File: config.mk
export PLATFORM = sky130hd
export DESIGN_NAME = gfsk_iq_stim_flat
export DESIGN_NICKNAME = d
export VERILOG_FILES = /design/src/rtl/gfsk_iq_stim_if.sv /design/src/rtl/gfsk_iq_stim.sv /design/src/flat_wrapper.sv
export SDC_FILE = /design/constraint.sdc
export NUM_CORES = 1
export LEC_CHECK = 0
export BUFFER_PORTS_ARGS = -buffer_cell sky130_fd_sc_hd__buf_2
export CORE_ASPECT_RATIO = 0.7
export CORE_MARGIN = 2
export CORE_UTILIZATION = 30
export DETAILED_ROUTE_END_ITERATION = 10
export GPL_TIMING_DRIVEN = 0
export MAX_ROUTING_LAYER = met4
export SYNTH_ARGS = -nofsm -noshare
export SYNTH_HDL_FRONTEND = slang
export SYNTH_SLANG_ARGS = --single-unit
File: constraint.sdc
create_clock -name clock -period 4.1 [get_ports clock]
set_input_delay 0.41 -clock clock [delete_from_list [all_inputs] [get_ports clock]]
set_output_delay 0.41 -clock clock [all_outputs]
set_load 0.1 [all_outputs]
File: src/rtl/gfsk_iq_stim_if.sv
// -----------------------------------------------------------------------------
// gfsk_iq_stim_if
//   Bundles the symbol/configuration inputs and the I/Q sample outputs of the
//   GFSK I/Q stimulus generator.
//
//   master : drives sym_in, cfg_mode, cfg_fcw; observes the sample outputs
//   slave  : the generator itself
//
//   sym_in    modulator symbol (io_gfskout)
//   cfg_mode  0 = track, 1 = free-run, 2 = fixed tone, 3 = off
//   cfg_fcw   frequency control word used in fixed-tone mode
//   io_isig   I sample, offset binary
//   io_qsig   Q sample, offset binary
//   out_valid one-cycle pulse per new I/Q pair
//   armed     tracking mode armed (also high in free-run / fixed tone)
// -----------------------------------------------------------------------------
interface gfsk_iq_stim_if #(
   parameter int SAMPLE_W = 5,
   parameter int PHASE_W  = 16,
   parameter int SYM_W    = 3
);
   logic [SYM_W-1:0]    sym_in;
   logic [1:0]          cfg_mode;
   logic [PHASE_W-1:0]  cfg_fcw;
   logic [SAMPLE_W-1:0] io_isig;
   logic [SAMPLE_W-1:0] io_qsig;
   logic                out_valid;
   logic                armed;

   modport master (
      output sym_in, cfg_mode, cfg_fcw,
      input  io_isig, io_qsig, out_valid, armed
   );

   modport slave (
      input  sym_in, cfg_mode, cfg_fcw,
      output io_isig, io_qsig, out_valid, armed
   );
endinterface

File: src/rtl/gfsk_iq_stim.sv
// -----------------------------------------------------------------------------
// gfsk_iq_stim
//   I/Q baseband stimulus generator for the GFSK demodulator path. An NCO whose
//   frequency follows the modulator symbol (or a fixed FCW) drives a
//   quarter-wave sine LUT; sine goes out on I, cosine on Q.
//
//   clock  sample-domain clock
//   reset  synchronous, active-high reset
//   bus    gfsk_iq_stim_if.slave (symbol / mode / FCW in, I/Q samples out)
//
//   Pipeline: emitting tick -> stage 1 (quadrant + LUT magnitude)
//             -> stage 2 (offset-binary outputs + out_valid), 2 clocks latency.
// -----------------------------------------------------------------------------
module gfsk_iq_stim #(
   parameter int SAMPLE_W   = 5,
   parameter int PHASE_W    = 16,
   parameter int SYM_W      = 3,
   parameter int LUT_ADDR_W = 6,
   parameter int AMP        = 10,
   parameter int DIV        = 1,
   parameter int BASE_FCW   = 3686,
   parameter int STEP_FCW   = 102
) (
   input  logic          clock,
   input  logic          reset,
   gfsk_iq_stim_if.slave bus
);

   localparam int  N     = 2 ** LUT_ADDR_W;
   localparam int  MID   = 2 ** (SAMPLE_W - 1);
   localparam int  MAG_W = SAMPLE_W - 1;
   localparam int  DIV_W = (DIV > 1) ? $clog2(DIV) : 1;
   localparam real PI    = 3.14159265358979323846;

   localparam logic [PHASE_W-1:0]  BASE_W   = PHASE_W'(BASE_FCW);
   localparam logic [PHASE_W-1:0]  STEP_W   = PHASE_W'(STEP_FCW);
   localparam logic [DIV_W-1:0]    DIV_LAST = DIV_W'(DIV - 1);
   localparam logic [SAMPLE_W-1:0] MID_S    = SAMPLE_W'(MID);

   localparam logic [1:0] MODE_TRACK = 2'd0;
   localparam logic [1:0] MODE_FREE  = 2'd1;
   localparam logic [1:0] MODE_FIXED = 2'd2;
   localparam logic [1:0] MODE_OFF   = 2'd3;

   if (AMP > MID - 1) begin : g_bad_amp
      $error("gfsk_iq_stim: AMP=%0d exceeds MID-1=%0d", AMP, MID - 1);
   end
   if (PHASE_W < LUT_ADDR_W + 2) begin : g_bad_phase_w
      $error("gfsk_iq_stim: PHASE_W=%0d must be >= LUT_ADDR_W+2", PHASE_W);
   end
   if (DIV < 1) begin : g_bad_div
      $error("gfsk_iq_stim: DIV=%0d must be >= 1", DIV);
   end

   typedef struct packed {
      logic             neg;
      logic [MAG_W-1:0] mag;
   } half_t;

   // Entries sit at the centre of each LUT bin, so no entry is exactly 0 or AMP
   // and the quarter wave mirrors cleanly with ~index.
   function automatic logic [MAG_W-1:0] lut_entry(input int k);
      real x;
      x = real'(AMP) * $sin(PI / 2.0 * real'(2 * k + 1) / real'(2 * N));
      return MAG_W'($rtoi(x + 0.5));
   endfunction

   function automatic logic [SAMPLE_W-1:0] to_offset(input half_t h);
      return h.neg ? MID_S - {1'b0, h.mag} : MID_S + {1'b0, h.mag};
   endfunction

   // NOTE: the LUT is a constant table, not storage, so it needs no reset.
   logic [MAG_W-1:0] lut [N];
   for (genvar k = 0; k < N; k++) begin : g_lut
      localparam logic [MAG_W-1:0] ENTRY = lut_entry(k);
      assign lut[k] = ENTRY;
   end

   logic [1:0]            mode_q,     mode_d;
   logic [DIV_W-1:0]      div_q,      div_d;
   logic [PHASE_W-1:0]    phase_q,    phase_d;
   logic                  armed_q,    armed_d;
   logic                  s1_valid_q, s1_valid_d;
   half_t                 s1_sin_q,   s1_sin_d;
   half_t                 s1_cos_q,   s1_cos_d;
   logic [SAMPLE_W-1:0]   isig_q,     isig_d;
   logic [SAMPLE_W-1:0]   qsig_q,     qsig_d;
   logic                  valid_q,    valid_d;

   logic                  mode_change;
   logic                  tick;
   logic                  emit;
   logic                  arm_set;
   logic [PHASE_W-1:0]    fcw;
   logic [1:0]            sin_quad;
   logic [1:0]            cos_quad;
   logic [LUT_ADDR_W-1:0] idx;
   half_t                 sin_look;
   half_t                 cos_look;

   assign mode_change = (bus.cfg_mode != mode_q);
   assign tick        = (div_q == DIV_LAST);

   // A mode change on the same edge as a tick suppresses the tick entirely.
   assign emit    = tick && !mode_change &&
                    ((mode_q == MODE_TRACK && armed_q) ||
                     mode_q == MODE_FREE || mode_q == MODE_FIXED);
   assign arm_set = tick && !mode_change && mode_q == MODE_TRACK &&
                    !armed_q && (bus.sym_in != '0);

   assign fcw = (mode_q == MODE_FIXED) ? bus.cfg_fcw
                                       : BASE_W + PHASE_W'(bus.sym_in) * STEP_W;

   // Cosine is sine a quarter turn ahead; adding a quarter only moves the
   // quadrant bits, the LUT index is shared.
   assign sin_quad = phase_q[PHASE_W-1 -: 2];
   assign cos_quad = sin_quad + 2'd1;
   assign idx      = phase_q[PHASE_W-3 -: LUT_ADDR_W];

   // Odd quadrants read the quarter wave backwards; N-1-i is simply ~i.
   assign sin_look.neg = sin_quad[1];
   assign sin_look.mag = lut[sin_quad[0] ? ~idx : idx];
   assign cos_look.neg = cos_quad[1];
   assign cos_look.mag = lut[cos_quad[0] ? ~idx : idx];

   always_comb begin
      // NOTE: every next-state signal gets a default first so no path infers a latch.
      mode_d     = mode_q;
      div_d      = div_q;
      phase_d    = phase_q;
      armed_d    = armed_q;
      s1_valid_d = 1'b0;
      s1_sin_d   = s1_sin_q;
      s1_cos_d   = s1_cos_q;
      isig_d     = isig_q;
      qsig_d     = qsig_q;
      valid_d    = 1'b0;

      if (mode_change) begin
         // Restart from phase 0 and drop whatever is still in the pipeline.
         mode_d  = bus.cfg_mode;
         div_d   = '0;
         phase_d = '0;
         armed_d = 1'b0;
         isig_d  = MID_S;
         qsig_d  = MID_S;
      end else begin
         div_d = tick ? '0 : div_q + 1'b1;

         if (arm_set || mode_q == MODE_FREE || mode_q == MODE_FIXED) begin
            armed_d = 1'b1;
         end

         // The sample uses the pre-increment phase.
         if (emit) begin
            phase_d    = phase_q + fcw;
            s1_valid_d = 1'b1;
            s1_sin_d   = sin_look;
            s1_cos_d   = cos_look;
         end

         if (s1_valid_q) begin
            valid_d = 1'b1;
            isig_d  = to_offset(s1_sin_q);
            qsig_d  = to_offset(s1_cos_q);
         end
      end
   end

   // NOTE: sequential state uses non-blocking assignments so every register
   // sees pre-edge values regardless of statement order.
   always_ff @(posedge clock) begin
      if (reset) begin
         mode_q     <= bus.cfg_mode;
         div_q      <= '0;
         phase_q    <= '0;
         armed_q    <= 1'b0;
         s1_valid_q <= 1'b0;
         s1_sin_q   <= '0;
         s1_cos_q   <= '0;
         isig_q     <= MID_S;
         qsig_q     <= MID_S;
         valid_q    <= 1'b0;
      end else begin
         mode_q     <= mode_d;
         div_q      <= div_d;
         phase_q    <= phase_d;
         armed_q    <= armed_d;
         s1_valid_q <= s1_valid_d;
         s1_sin_q   <= s1_sin_d;
         s1_cos_q   <= s1_cos_d;
         isig_q     <= isig_d;
         qsig_q     <= qsig_d;
         valid_q    <= valid_d;
      end
   end

   assign bus.io_isig   = isig_q;
   assign bus.io_qsig   = qsig_q;
   assign bus.out_valid = valid_q;
   assign bus.armed     = armed_q;

   // MODE_OFF needs no explicit branch: it never emits and never arms.
   logic unused_mode_off;
   assign unused_mode_off = (mode_q == MODE_OFF);

endmodule

File: src/flat_wrapper.sv
// flat-port wrapper written by rule: the top's interface ports become plain ports
module gfsk_iq_stim_flat 
#(
   parameter int SAMPLE_W   = 5,
   parameter int PHASE_W    = 16,
   parameter int SYM_W      = 3,
   parameter int LUT_ADDR_W = 6,
   parameter int AMP        = 10,
   parameter int DIV        = 1,
   parameter int BASE_FCW   = 3686,
   parameter int STEP_FCW   = 102
)
  (clock, reset, bus_sym_in, bus_cfg_mode, bus_cfg_fcw, bus_io_isig, bus_io_qsig, bus_out_valid, bus_armed);
  gfsk_iq_stim_if #(.SAMPLE_W(SAMPLE_W), .PHASE_W(PHASE_W), .SYM_W(SYM_W)) bus_i ();
  input  logic clock;
  input  logic reset;
  input wire logic [$bits(bus_i.sym_in)-1:0] bus_sym_in;
  input wire logic [$bits(bus_i.cfg_mode)-1:0] bus_cfg_mode;
  input wire logic [$bits(bus_i.cfg_fcw)-1:0] bus_cfg_fcw;
  output wire logic [$bits(bus_i.io_isig)-1:0] bus_io_isig;
  output wire logic [$bits(bus_i.io_qsig)-1:0] bus_io_qsig;
  output wire logic [$bits(bus_i.out_valid)-1:0] bus_out_valid;
  output wire logic [$bits(bus_i.armed)-1:0] bus_armed;
  assign bus_i.sym_in = bus_sym_in;
  assign bus_i.cfg_mode = bus_cfg_mode;
  assign bus_i.cfg_fcw = bus_cfg_fcw;
  assign bus_io_isig = bus_i.io_isig;
  assign bus_io_qsig = bus_i.io_qsig;
  assign bus_out_valid = bus_i.out_valid;
  assign bus_armed = bus_i.armed;
  gfsk_iq_stim #(.SAMPLE_W(SAMPLE_W), .PHASE_W(PHASE_W), .SYM_W(SYM_W), .LUT_ADDR_W(LUT_ADDR_W), .AMP(AMP), .DIV(DIV), .BASE_FCW(BASE_FCW), .STEP_FCW(STEP_FCW)) u_core (.clock(clock), .reset(reset), .bus(bus_i));
endmodule
# --- Word level (Yosys, flattened, before mapping) ---
# Memory sizes are Yosys's and may differ from the RTL's. A register that Yosys moved wholly into a read port is not among the register bits.
# Cells that the tools add are included.
classes:
  n_addsub: 8
  n_mul: 1
  div_mod_pow: 0
  order_cmp: 0
  eq_ne: 3
  shifts: 0
  mux: 9
  bitwise: 5
  n_reduce_logical: 18
op_table:
  columns: ["cell", "n"]
  rows:
  - ["adder 16 bit", 1]
  - ["2-to-1 mux 16 bit", 1]
  - ["inverter 6 -> 7 bit", 2]
  - ["adder 12 x 10 -> 13 bit (first input constant)", 1]
  - ["2-to-1 mux 6 bit", 2]
  - ["adder 5 x 4 -> 5 bit (first input constant)", 2]
  - ["2-to-1 mux 5 bit", 2]
  - ["subtractor 5 x 4 -> 5 bit (first input constant)", 2]
  - ["multiplier 3 x 6 -> 9 bit (second input constant)", 1]
  - ["logical AND 1 bit", 6]
  - ["inverter 6 bit", 1]
  - ["logical OR 1 bit", 4]
  - ["2-to-1 mux 2 bit", 2]
  - ["nonzero test 3 bit", 1]
  - ["OR reduction 3 bit", 1]
  - ["adder 2 x 1 -> 2 bit (second input constant)", 1]
  - ["equality test 2 x 1 -> 1 bit (second input constant)", 1]
  - ["equality test 2 bit (second input constant)", 1]
  - ["zero test 1 bit", 2]
  - ["zero test 2 bit", 1]
  - ["2-to-1 mux 1 bit", 2]
  - ["!= test 2 bit", 1]
  - ["inverter 1 bit", 2]
  - ["AND reduction 2 bit", 1]
  - ["3 further kinds", 3]
totals:
  reg_bits: 34
  latch_bits: 0
  mem_bits_rw: 0
  romBits: 512
  out_inout_bits: 12
  elab_cells: 56
  n_memories: 2
mem_list:
  columns: ["memory", "words", "width", "rd", "rd_clocked_by_memory_dff", "write_ports", "line", "source"]
  rows:
  - ["(name not given)", 64, 4, 1, 1, 0, "gfsk_iq_stim.sv:122", "assign sin_look.mag = lut[sin_quad[0] ? ~idx : idx];"]
  - ["(name not given)", 64, 4, 1, 1, 0, "gfsk_iq_stim.sv:124", "assign cos_look.mag = lut[cos_quad[0] ? ~idx : idx];"]

# --- Longest topological paths before layout ---
# Gate-level depths: netlist of the first run.
depth:
  ltp_word: 8
  ltp_mapped: 19

# --- Worst setup path after synthesis of the first run ---
# No wires, ideal clock.
synth_path:
  path_kind: "input -> register"
  from: "input port bus_sym_in[1]"
  to: "register u_core.phase_q[15]"
  setup_ns: 0.072
  arrival_time_ns: 3.376
  required_ns: 4.028
  path_slack_ns: 0.652
  cell_stages: 17
  path_buffers: 0
  path_cell_list: "inv_1 > ha_1 > inv_1 > ha_1 > a31oi_1 > xnor2_1 > or3_1 > xor2_1 > o21ai_1 > ha_1 > o211ai_1 > nor2_1 > o211ai_2 > a21oi_2 > mux2_1 > o21ai_1 > mux2i_1"
synth_via:
  elab_chain_cells: 4
synth_rtl:
  columns: ["item", "line", "source"]
  rows:
  - ["from (decl)", "flat_wrapper.sv:17", "input wire logic [$bits(bus_i.sym_in)-1:0] bus_sym_in;"]
  - ["multiplier 3 x 6 -> 9 bit", "gfsk_iq_stim.sv:112", ": BASE_W + PHASE_W'(bus.sym_in) * STEP_W;"]
  - ["adder 12 x 10 -> 13 bit", "gfsk_iq_stim.sv:112", null]
  - ["2-to-1 mux 16 bit", "gfsk_iq_stim.sv:111", "assign fcw = (mode_q == MODE_FIXED) ? bus.cfg_fcw"]
  - ["adder 16 bit", "gfsk_iq_stim.sv:156", "phase_d = phase_q + fcw;"]
  - ["to (signal assigned)", "gfsk_iq_stim.sv:187", "phase_q <= phase_d;"]
  - ["to (decl)", "gfsk_iq_stim.sv:81", "logic [PHASE_W-1:0] phase_q, phase_d;"]
# No other way between the ends.
# A chain may end at the register's enable or synchronous reset.

# --- Worst setup path after layout of the first run ---
# Ends and elaborated chain as after synthesis.

==> impl_metrics.tcl, run 1 <==
set metrics [dict create \
    outcome "finished, final reports clean" \
    hold_buffers 0 \
    htree_levels 2 \
    gr-usage-all-layers_pct 16.0 \
    hold_path_startpoint "bus_cfg_mode[0]" \
    clk_path_buf_depth 2 \
    vias_per_cell 5.25 \
    fmax_mhz 262 \
    syn_avg_cell_area_um2 7.52 \
    first_global_vias 2949 \
    async_flop_share_pct 0 \
    slowest_stage "ha_1" \
    hold_violations 0 \
    synth_flop_cell "dfxtp_1" \
    worst_pin_slew_ns 0.836 \
    synth_cell_type_count 58 \
    drtIter0Drc 243 \
    worstSetupPathType "in -> reg" \
    r2r_cells 12 \
    cts_root_buffer "clkbuf_16" \
    synth_area_leaders "dfxtp_1, ha_1, a21oi_1, nand2_1, nor2_1" \
    fin_nets 542 \
    register_area_um2 861 \
    insertion_delay_ns 0.29 \
    setup_violations 0 \
    antenna_found_initial 0 \
    vias 3399 \
    synth_edf_count 2 \
    final_core_util_pct 35.5 \
    critPathArrivalTime_ns 4.04 \
    cts_tree "done" \
    ys_seq_area_share_pct 25.3 \
    overflow 0 \
    core_area_um2 11000 \
    slew_violations 0 \
    synthesis.area_um2 3400 \
    path_clk_slew_ns 0.06 \
    period_needed_ns 3.82 \
    dieHeight_um 93.1 \
    port_buffers 34 \
    synth-compound-area-share_pct 29.1 \
    syn_nets 501 \
    hold_path_class "in -> reg" \
    start_kind "primary input" \
    fin_skew_ns 0.00619 \
    tns_ns 0 \
    finalWirelength_mm 9.48 \
    p_per_area_nw_per_um2 269 \
    ys_warn_count 0 \
    path_cells "buf_2 -> inv_1 -> ha_1 -> inv_1 -> ha_1 -> o21ai_0 -> nor2_1 -> nor3_1 -> nor2_1 -> xnor2_1 -> o21ai_0 -> ha_1 -> o211ai_1 -> nor2_1 -> o211ai_2 -> a21oi_2 -> mux2_1 -> o21ai_1 -> mux2i_1" \
    synthCells 452 \
    cts.sinks 42 \
    cts_buffers 5 \
    leakage_uw 0.00153 \
    synth-adder-area-share_pct 9.79 \
    ant_nets 0 \
    synth.top_cell.area_share_pct 23.6 \
    rrSetupSlack_ns 0.66 \
    synth-simple-area-share_pct 20.6 \
    drive_above_1_share_pct 15.0 \
    max_stage_delay_ns 0.36 \
    grt_max_degree 16 \
    start_util_pct 30.9 \
    drc 0 \
    setup_ws_ns 0.282 \
    grt_pass1_wl_mm 15.4 \
    rr_endpoint "u_core.phase_q[15]" \
    finalCritPeriodShare_pct 93.1 \
    worstPathRequired_ns 4.32 \
    post_cts_buffers 0 \
    cp-endpoint "u_core.phase_q[15]" \
    first_pass_iters 5 \
    finalWeightedCongestion 0.922 \
    ir_worst_vdd_uv 156 \
    endpoint_kind "flip-flop" \
    dp_slack_ns 0.0516 \
    holdWs_ns 0.365 \
    synthMuxAreaShare_pct 2.10 \
    r2r_start "u_core.mode_q[1]" \
    dp_hpwl_mm 7.40 \
    wl_per_cell_um 14.6 \
    relSlewSlack_pct 43.9 \
    rows 32 \
    drv_cap 0 \
    multi_input_area_um2 2350 \
    synth.ff_latch_count 42 \
    num-fill-cells 1152 \
    rsz0062_at_grt "no" \
    critPathLaunch "bus_sym_in[1]" \
    io_pins 35 \
    syn2layout_area_growth_pct 15.1 \
    antenna_cells 0 \
    cts.repair.resized 0 \
    synth_top_family_by_area "compound AO/OA/AOI/OAI gates" \
    die_w_um 131 \
    yosysTopAreaCell "dfxtp_1" \
    path_max_fanout 4 \
    die_area_um2 12200 \
    synth_xor_area_share_pct 7.47 \
]
[Yosys cell counts (4+ instances only)]
cell,number
a21oi_1,50
o211ai_1,6
mux2i_1,6
inv_1,13
o21a_1,4
o21ai_0,18
a21o_1,7
nor3_1,10
dfxtp_1,40
nor2b_1,5
nand2b_1,6
nor2_1,49
o22ai_1,4
a211oi_2,4
xor2_1,12
a211oi_1,13
clkbuf_1,10
o221ai_1,4
a31oi_1,9
nand2_1,61
ha_1,25
o21ai_1,6
xnor2_1,17
buf_2,11
and2_1,6
nand3_1,10
[sequential cells by signal, indices dropped and copies added (netlist names)]
register              cells
u_core.bus.io_qsig        5
u_core.phase_q           16
u_core.bus.armed          1
u_core.s1_sin_q           5
u_core.bus.out_valid      1
u_core.div_q              1
u_core.s1_valid_q         1
u_core.mode_q             2
u_core.bus.io_isig        5
u_core.s1_cos_q           5
[area by class of cell]
type / count / area share (%)
multi-input cells: 370 / 60.1
flip-flops and latches: 42 / 22.0
well taps: 153 / 4.89
repair buffers: 34 / 4.35
plain buffers: 25 / 3.33
clock buffers: 5 / 3.20
inverters: 15 / 1.44
clock inverters: 3 / 0.640
[through the flow]
step / total power, uW / instance area [um2] / instances
3_3_place_gp: 650 / 3760 / 639
5_1_grt: 1110 / 3910 / 647
2_1_floorplan: 599 / 3400 / 452
4_1_cts: 1060 / 3910 / 647
6_report: 1050 / 3910 / 647
3_5_place_dp: 653 / 3760 / 639
[layout by cell type (no fill, tap or decap), types with 7 or more instances in the layout]
| master | synthesis | layout |
|---|---|---|
| nand2_1 | 61 | 61 |
| a21oi_1 | 50 | 50 |
| nor2_1 | 49 | 49 |
| buf_2 | 11 | 45 |
| dfxtp_1 | 40 | 40 |
| ha_1 | 25 | 25 |
| o21ai_0 | 18 | 18 |
| xnor2_1 | 17 | 17 |
| inv_1 | 13 | 13 |
| a211oi_1 | 13 | 13 |
| xor2_1 | 12 | 12 |
| nor3_1 | 10 | 10 |
| clkbuf_1 | 10 | 10 |
| nand3_1 | 10 | 10 |
| a31oi_1 | 9 | 9 |
| a21o_1 | 7 | 7 |
[power by group]
group | leakage (uW) | internal (uW) | switching, uW
clock | 0.0000704 | 229 | 179
combinational | 0.00112 | 88.9 | 133
sequential | 0.000344 | 417 | 6.43
total | 0.00153 | 735 | 318
[cell families after synthesis]
kind of cell / Yosys count
flip-flops: 42
XOR/XNOR: 29
AO/OA/AOI/OAI: 149
AND/OR/NAND/NOR: 158
multiplexers: 7
other: 1
adder cells (fa/ha/maj): 26
buffers and inverters: 40
[worst min path at each step]
stage                        end  slack (ns)  depth (start not counted)
2_1_floorplan  u_core.phase_q[3]        0.44                          2
3_3_place_gp   u_core.phase_q[0]        0.45                          2
3_5_place_dp   u_core.phase_q[5]        0.46                          2
4_1_cts         u_core.mode_q[0]        0.36                          1
5_1_grt         u_core.mode_q[1]        0.38                          1
6_report        u_core.mode_q[0]        0.36                          1
[layer usage]
| metal | vias up | global-route usage [%] | wire length (um) |
|---|---|---|---|
| met1 | 1591 | 25.4 | 5150 |
| met4 | 0 | 1.72 | 34 |
| li1 | 1695 | - | - |
| met2 | 108 | 20.2 | 3550 |
| met5 | - | - | 0 |
| met3 | 5 | 4.01 | 737 |
[worst max-delay path: cells and delay by family]
family | cells | cell delay (ns)
adder cells (fa/ha/maj) | 3 | 1.01
buffers and inverters | 3 | 0.23
AO/OA/AOI/OAI | 6 | 1.02
XOR/XNOR | 1 | 0.14
AND/OR/NAND/NOR | 4 | 0.67
multiplexers | 2 | 0.56
Note: power is estimated with default switching activity, not from simulation.
==> run 2, diff against run 1 <==
clock period = 3.4 ns   (was 4.1 ns; I/O delays follow)
==> run 2 against run 1 <==
  * Die area stayed put
  * Count of clock-buffer cells in the layout stayed put
  * Combinational power is 40% higher
  * Sequential share of layout area is 0.82 points lower
  * Critical path type unchanged
  * Largest power group unchanged
==> impl_metrics.tcl, run 2 (synthesized netlist as in run 1, its figures left out) <==
set metrics [dict create \
    cts_buffers 5 \
    placedInstanceArea_um2 3760 \
    die_area_um2 12200 \
    start_kind "primary input" \
    period_needed_ns 3.36 \
    fmax_mhz 298 \
    path_max_fanout 4 \
    grt_use_met3_pct 4.01 \
    worstSetupPathType "in -> reg" \
    fin_skew_ns 0.00568 \
    wl_per_cell_um 15.0 \
    finalWeightedCongestion 0.922 \
    top_usage_layer "met1" \
    fin_nets 546 \
    ant_nets 0 \
    vias 3466 \
    start_util_pct 30.9 \
    port_buffers 34 \
    worstPathRequired_ns 3.62 \
    drive_above_1_share_pct 19.9 \
    rows 32 \
    clk_path_buf_depth 2 \
    largest-register "u_core.phase_q" \
    vias_per_cell 5.32 \
    hold_violations 0 \
    grt_util_met2_pct 21.0 \
    htree_levels 2 \
    critPathArrivalTime_ns 3.58 \
    hold_path_class "in -> reg" \
    io_pins 35 \
    cts.sinks 42 \
    first_global_vias 3009 \
    grtUsageMet1_pct 25.4 \
    tns_ns 0 \
    path_clk_slew_ns 0.06 \
    relSlewSlack_pct 43.8 \
    drv_cap 0 \
    drtIter0Drc 265 \
    final_common_cell "nand2_1" \
    antenna_cells 0 \
    drc 0 \
    setup_violations 0 \
    stdcell_area_um2 4060 \
    core_area_um2 11000 \
    final_cell_mix "nand2_1, a21oi_1, nor2_1, buf_2, dfxtp_1" \
    finalCritPeriodShare_pct 98.8 \
    leakage_uw 0.00157 \
    outcome "finished, final reports clean" \
    finalWirelength_mm 9.75 \
    p_per_area_nw_per_um2 323 \
    grt_max_degree 16 \
    slew_violations 0 \
    antenna_found_initial 0 \
    endpoint_kind "flip-flop" \
    cts_tree "done" \
    gr-usage-all-layers_pct 16.2 \
    first_pass_iters 5 \
    dp_hpwl_mm 7.40 \
    grt_pass1_wl_mm 15.6 \
    cts_root_buffer "clkbuf_16" \
    ir_worst_vdd_uv 188 \
    dieHeight_um 93.1 \
    overflow 0 \
    die_w_um 131 \
    syn2layout_area_growth_pct 19.5 \
    largest_reg_flops 16 \
    worst_pin_slew_ns 0.839 \
    insertion_delay_ns 0.29 \
]
run 2: final cells by class:
class                           instances  area [um2]
Tap cell                              153         191
Multi-Input combinational cell        370        2450
Sequential cell                        42         861
Clock inverter                          3        25.0
Fill cell                            1144        6950
Inverter                               15        58.8
Buffer                                 24         128
Clock buffer                            5         125
Timing Repair Buffer                   39         219
run 2: path summary, 6_finish.rpt:
path | startpoint | end | slack (ns) | depth (start not counted)
max | bus_sym_in[2] | u_core.phase_q[15] | 0.04 | 17
min | bus_cfg_mode[0] | u_core.mode_q[0] | 0.29 | 1
max reg2reg | u_core.mode_q[1] | u_core.phase_q[15] | 0.22 | 12
min reg2reg | u_core.phase_q[0] | u_core.phase_q[0] | 0.47 | 2
run 2: worst max-delay path, stage by stage:
cell	delay, ns
clkbuf_4	0.14
ha_4	0.26
inv_2	0.04
ha_4	0.17
a31oi_4	0.21
xnor2_2	0.13
or3_4	0.36
xor2_1	0.14
o21ai_1	0.09
ha_1	0.34
o211ai_1	0.10
nor2_2	0.18
o211ai_2	0.14
a21oi_2	0.24
mux2_4	0.34
o21ai_4	0.18
mux2i_1	0.19
run 2: per-layer routing:
metal / wire [um] / vias to the layer above
li1: - / 1709
met2: 3810 / 112
met3: 714 / 7
met5: 0 / -
met1: 5200 / 1638
met4: 38 / 0
run 2: what timing repair did:
| item | in CTS | in global routing |
|---|---|---|
| setup endpoints to repair | 1 | 8 |
| resized for setup | 7 | 22 |
| hold buffers | 0 | 0 |
| buffers inserted | 2 | 3 |
| pin swaps | 6 | 13 |
run 2: report_power, final:
part	switching [uW]	internal, uW	total (uW)
Combinational	177	134	311
Sequential	7.81	503	511
Clock	215	276	491
Total	400	914	1310
run 2: through the flow:
| stage | instances | setup slack [ns] | hold WS, ns | total power (uW) | utilization [%] |
|---|---|---|---|---|---|
| 5_1_grt | 651 | -0.0799 | 0.312 | 1380 | 36.9 |
| 6_report | 651 | 0.0398 | 0.294 | 1310 | 36.9 |
| 3_5_place_dp | 639 | -0.578 | 0.458 | 788 | 34.2 |
| 4_1_cts | 649 | 0.0182 | 0.292 | 1290 | 36.0 |
| 2_1_floorplan | 452 | 0.0223 | 0.436 | 722 | - |
| 3_3_place_gp | 639 | -0.568 | 0.445 | 784 | 34.2 |
==> run 3, diff against run 2 <==
--- a/config.mk
+++ b/config.mk
@@ -8,3 +8,3 @@
 export BUFFER_PORTS_ARGS = -buffer_cell sky130_fd_sc_hd__buf_2
-export CORE_ASPECT_RATIO = 0.7
+export CORE_ASPECT_RATIO = 2
 export CORE_MARGIN = 2
@@ -13,3 +13,2 @@
 export GPL_TIMING_DRIVEN = 0
-export MAX_ROUTING_LAYER = met4
 export SYNTH_ARGS = -nofsm -noshare
--- a/constraint.sdc
+++ b/constraint.sdc
@@ -3,2 +3,2 @@
 set_output_delay 0.34 -clock clock [all_outputs]
-set_load 0.1 [all_outputs]
+set_load 0.05 [all_outputs]
==> run 3 against run 2 <==
  * Count of clock-buffer cells in the layout up 1
  * Clock power up 4.7%
  * Register-to-register slack better by 0.11 ns
  * Via count down 2.0%
  * Die area up 0.31%
  * Final cell count down 1.4%
  * Utilization down 0.24 points
  * Critical path depth up 1
  * Fmax up 0.57%
  * First-iteration DRC count down 36%
  * Critical path type unchanged
  * Highest routed layer unchanged
==> impl_metrics.tcl, run 3 (synthesized netlist as in run 1, its figures left out) <==
set metrics [dict create \
    outcome "finished, final reports clean" \
    rsz0062_at_grt "yes" \
    grt_max_degree 14 \
    holdWs_ns 0.305 \
    drive_above_1_share_pct 20.2 \
    clk_path_buf_depth 2 \
    p_per_area_nw_per_um2 327 \
    fin_skew_ns 0.00384 \
    largest_reg_flops 16 \
    critPathArrivalTime_ns 3.55 \
    path_max_fanout 5 \
    endpoint_kind "flip-flop" \
    first_pass_iters 5 \
    cts_buffers 5 \
    final_cell_mix "nand2_1, a21oi_1, nor2_1, buf_2, dfxtp_1" \
    r2r_start "u_core.mode_q[0]" \
    critPathLaunch "bus_sym_in[1]" \
    vias 3398 \
    insertion_delay_ns 0.28 \
    grtUsageMet1_pct 19.9 \
    hold_violations 0 \
    dieHeight_um 155 \
    die_area_um2 12300 \
    overflow 0 \
    grt_use_met3_pct 1.63 \
    die_w_um 79.3 \
    hold_path_startpoint "bus_cfg_mode[0]" \
    ir_worst_vdd_uv 265 \
    pwr-share-comb_pct 23.2 \
    placedInstanceArea_um2 3750 \
    gr-usage-all-layers_pct 15.1 \
    grt_pass1_wl_mm 15.2 \
    period_needed_ns 3.34 \
    largest-register "u_core.phase_q" \
    wl_per_cell_um 14.3 \
    first_global_vias 3195 \
    p_switching_uw 381 \
    worst_pin_slew_ns 0.783 \
    switching_share_pct 28.5 \
    max_stage_delay_ns 0.41 \
    top_usage_layer "met2" \
    start_kind "primary input" \
    stdcell_area_um2 4090 \
    tns_ns 0 \
    path_clk_slew_ns 0.06 \
    worstPathRequired_ns 3.61 \
    path_common_cell "ha_4" \
    p_int_uw 955 \
    cts.sinks 42 \
    leakage_uw 0.00160 \
    htree_levels 2 \
    finalWirelength_mm 9.16 \
    pwr-share-seq_pct 38.3 \
    path_cells "buf_8 -> inv_8 -> ha_4 -> inv_2 -> ha_4 -> a31oi_4 -> xnor2_2 -> or3_4 -> buf_4 -> nand2_1 -> xnor2_1 -> a21oi_1 -> ha_1 -> o211ai_2 -> a21oi_2 -> mux2_4 -> o21ai_4 -> mux2i_1" \
    hold_path_class "in -> reg" \
    total_power_uw 1340 \
    drv_cap 0 \
    core_area_um2 11100 \
    slew_violations 0 \
    cts_root_buffer "clkbuf_16" \
    final_core_util_pct 36.7 \
    rows 55 \
    ant_nets 0 \
    port_buffers 34 \
    p_clk_share_pct 38.5 \
    setup_violations 0 \
    antenna_cells 0 \
    worstSetupPathType "in -> reg" \
    grt_util_met2_pct 25.8 \
    fin_nets 548 \
    hold_buffers 0 \
    vias_per_cell 5.29 \
    dp_hpwl_mm 6.87 \
    final_common_cell "nand2_1" \
    drtIter0Drc 170 \
    num-fill-cells 1202 \
    cts_tree "done" \
    syn2layout_area_growth_pct 20.2 \
    start_util_pct 30.5 \
    relSlewSlack_pct 47.5 \
    drc 0 \
    finalWeightedCongestion 0.932 \
    fmax_mhz 299 \
    slowest_stage "or3_4" \
    finalCritPeriodShare_pct 98.3 \
    antenna_found_initial 0 \
    io_pins 35 \
]
## run 3: repair_timing
action	CTS	global route
resized for setup	7	28
pin swaps	6	13
cloned	0	0
setup endpoints to repair	1	7
setup buffers	2	5
## run 3: path summary, 6_finish.rpt
| path | to | slack, ns | cells past startpoint |
|---|---|---|---|
| setup / recovery | u_core.phase_q[15] | 0.06 | 18 |
| hold / removal | u_core.mode_q[0] | 0.31 | 1 |
| setup reg to reg | u_core.phase_q[12] | 0.33 | 12 |
| hold reg to reg | u_core.phase_q[5] | 0.46 | 2 |
## run 3: area by class of cell
cell class,count,area [um2],area share [%]
plain buffers,24,128,3.12
well taps,142,178,4.35
repair buffers,41,241,5.91
multi-input cells,370,2450,60.1
inverters,15,63.8,1.56
flip-flops and latches,42,861,21.1
clock buffers,6,150,3.67
clock inverters,2,10.0,0.245
## run 3: per-stage QoR
stage | instances | setup slack (ns)
2_1_floorplan | 452 | 0.0223
3_3_place_gp | 628 | -0.521
3_5_place_dp | 628 | -0.559
4_1_cts | 638 | 0.0160
5_1_grt | 642 | -0.108
6_report | 642 | 0.0587
## run 3: metal layers
layer / routed length, um / part of all wire [%]
met5: 0 / 0
met4: 77 / 0.84
met3: 324 / 3.5
met2: 4510 / 49
met1: 4240 / 46
## run 3: worst max-delay path, delay by kind of cell
kind / cells / cell delay, ns
AOI/OAI and AO/OA: 5 / 0.82
xor gates and xnor gates: 2 / 0.24
adders and majority gates: 3 / 0.81
buffers and inverters: 4 / 0.30
muxes: 2 / 0.52
and+or+nand+nor: 2 / 0.51
## run 3: power groups by stage
stage | registers (uW) | logic (uW) | clock network, uW
final | 512 | 310 | 514
after global routing | 512 | 344 | 545
after CTS | 511 | 282 | 523
after detailed placement | 522 | 263 | 0
after global placement | 522 | 261 | 0
after floorplan | 523 | 196 | 0
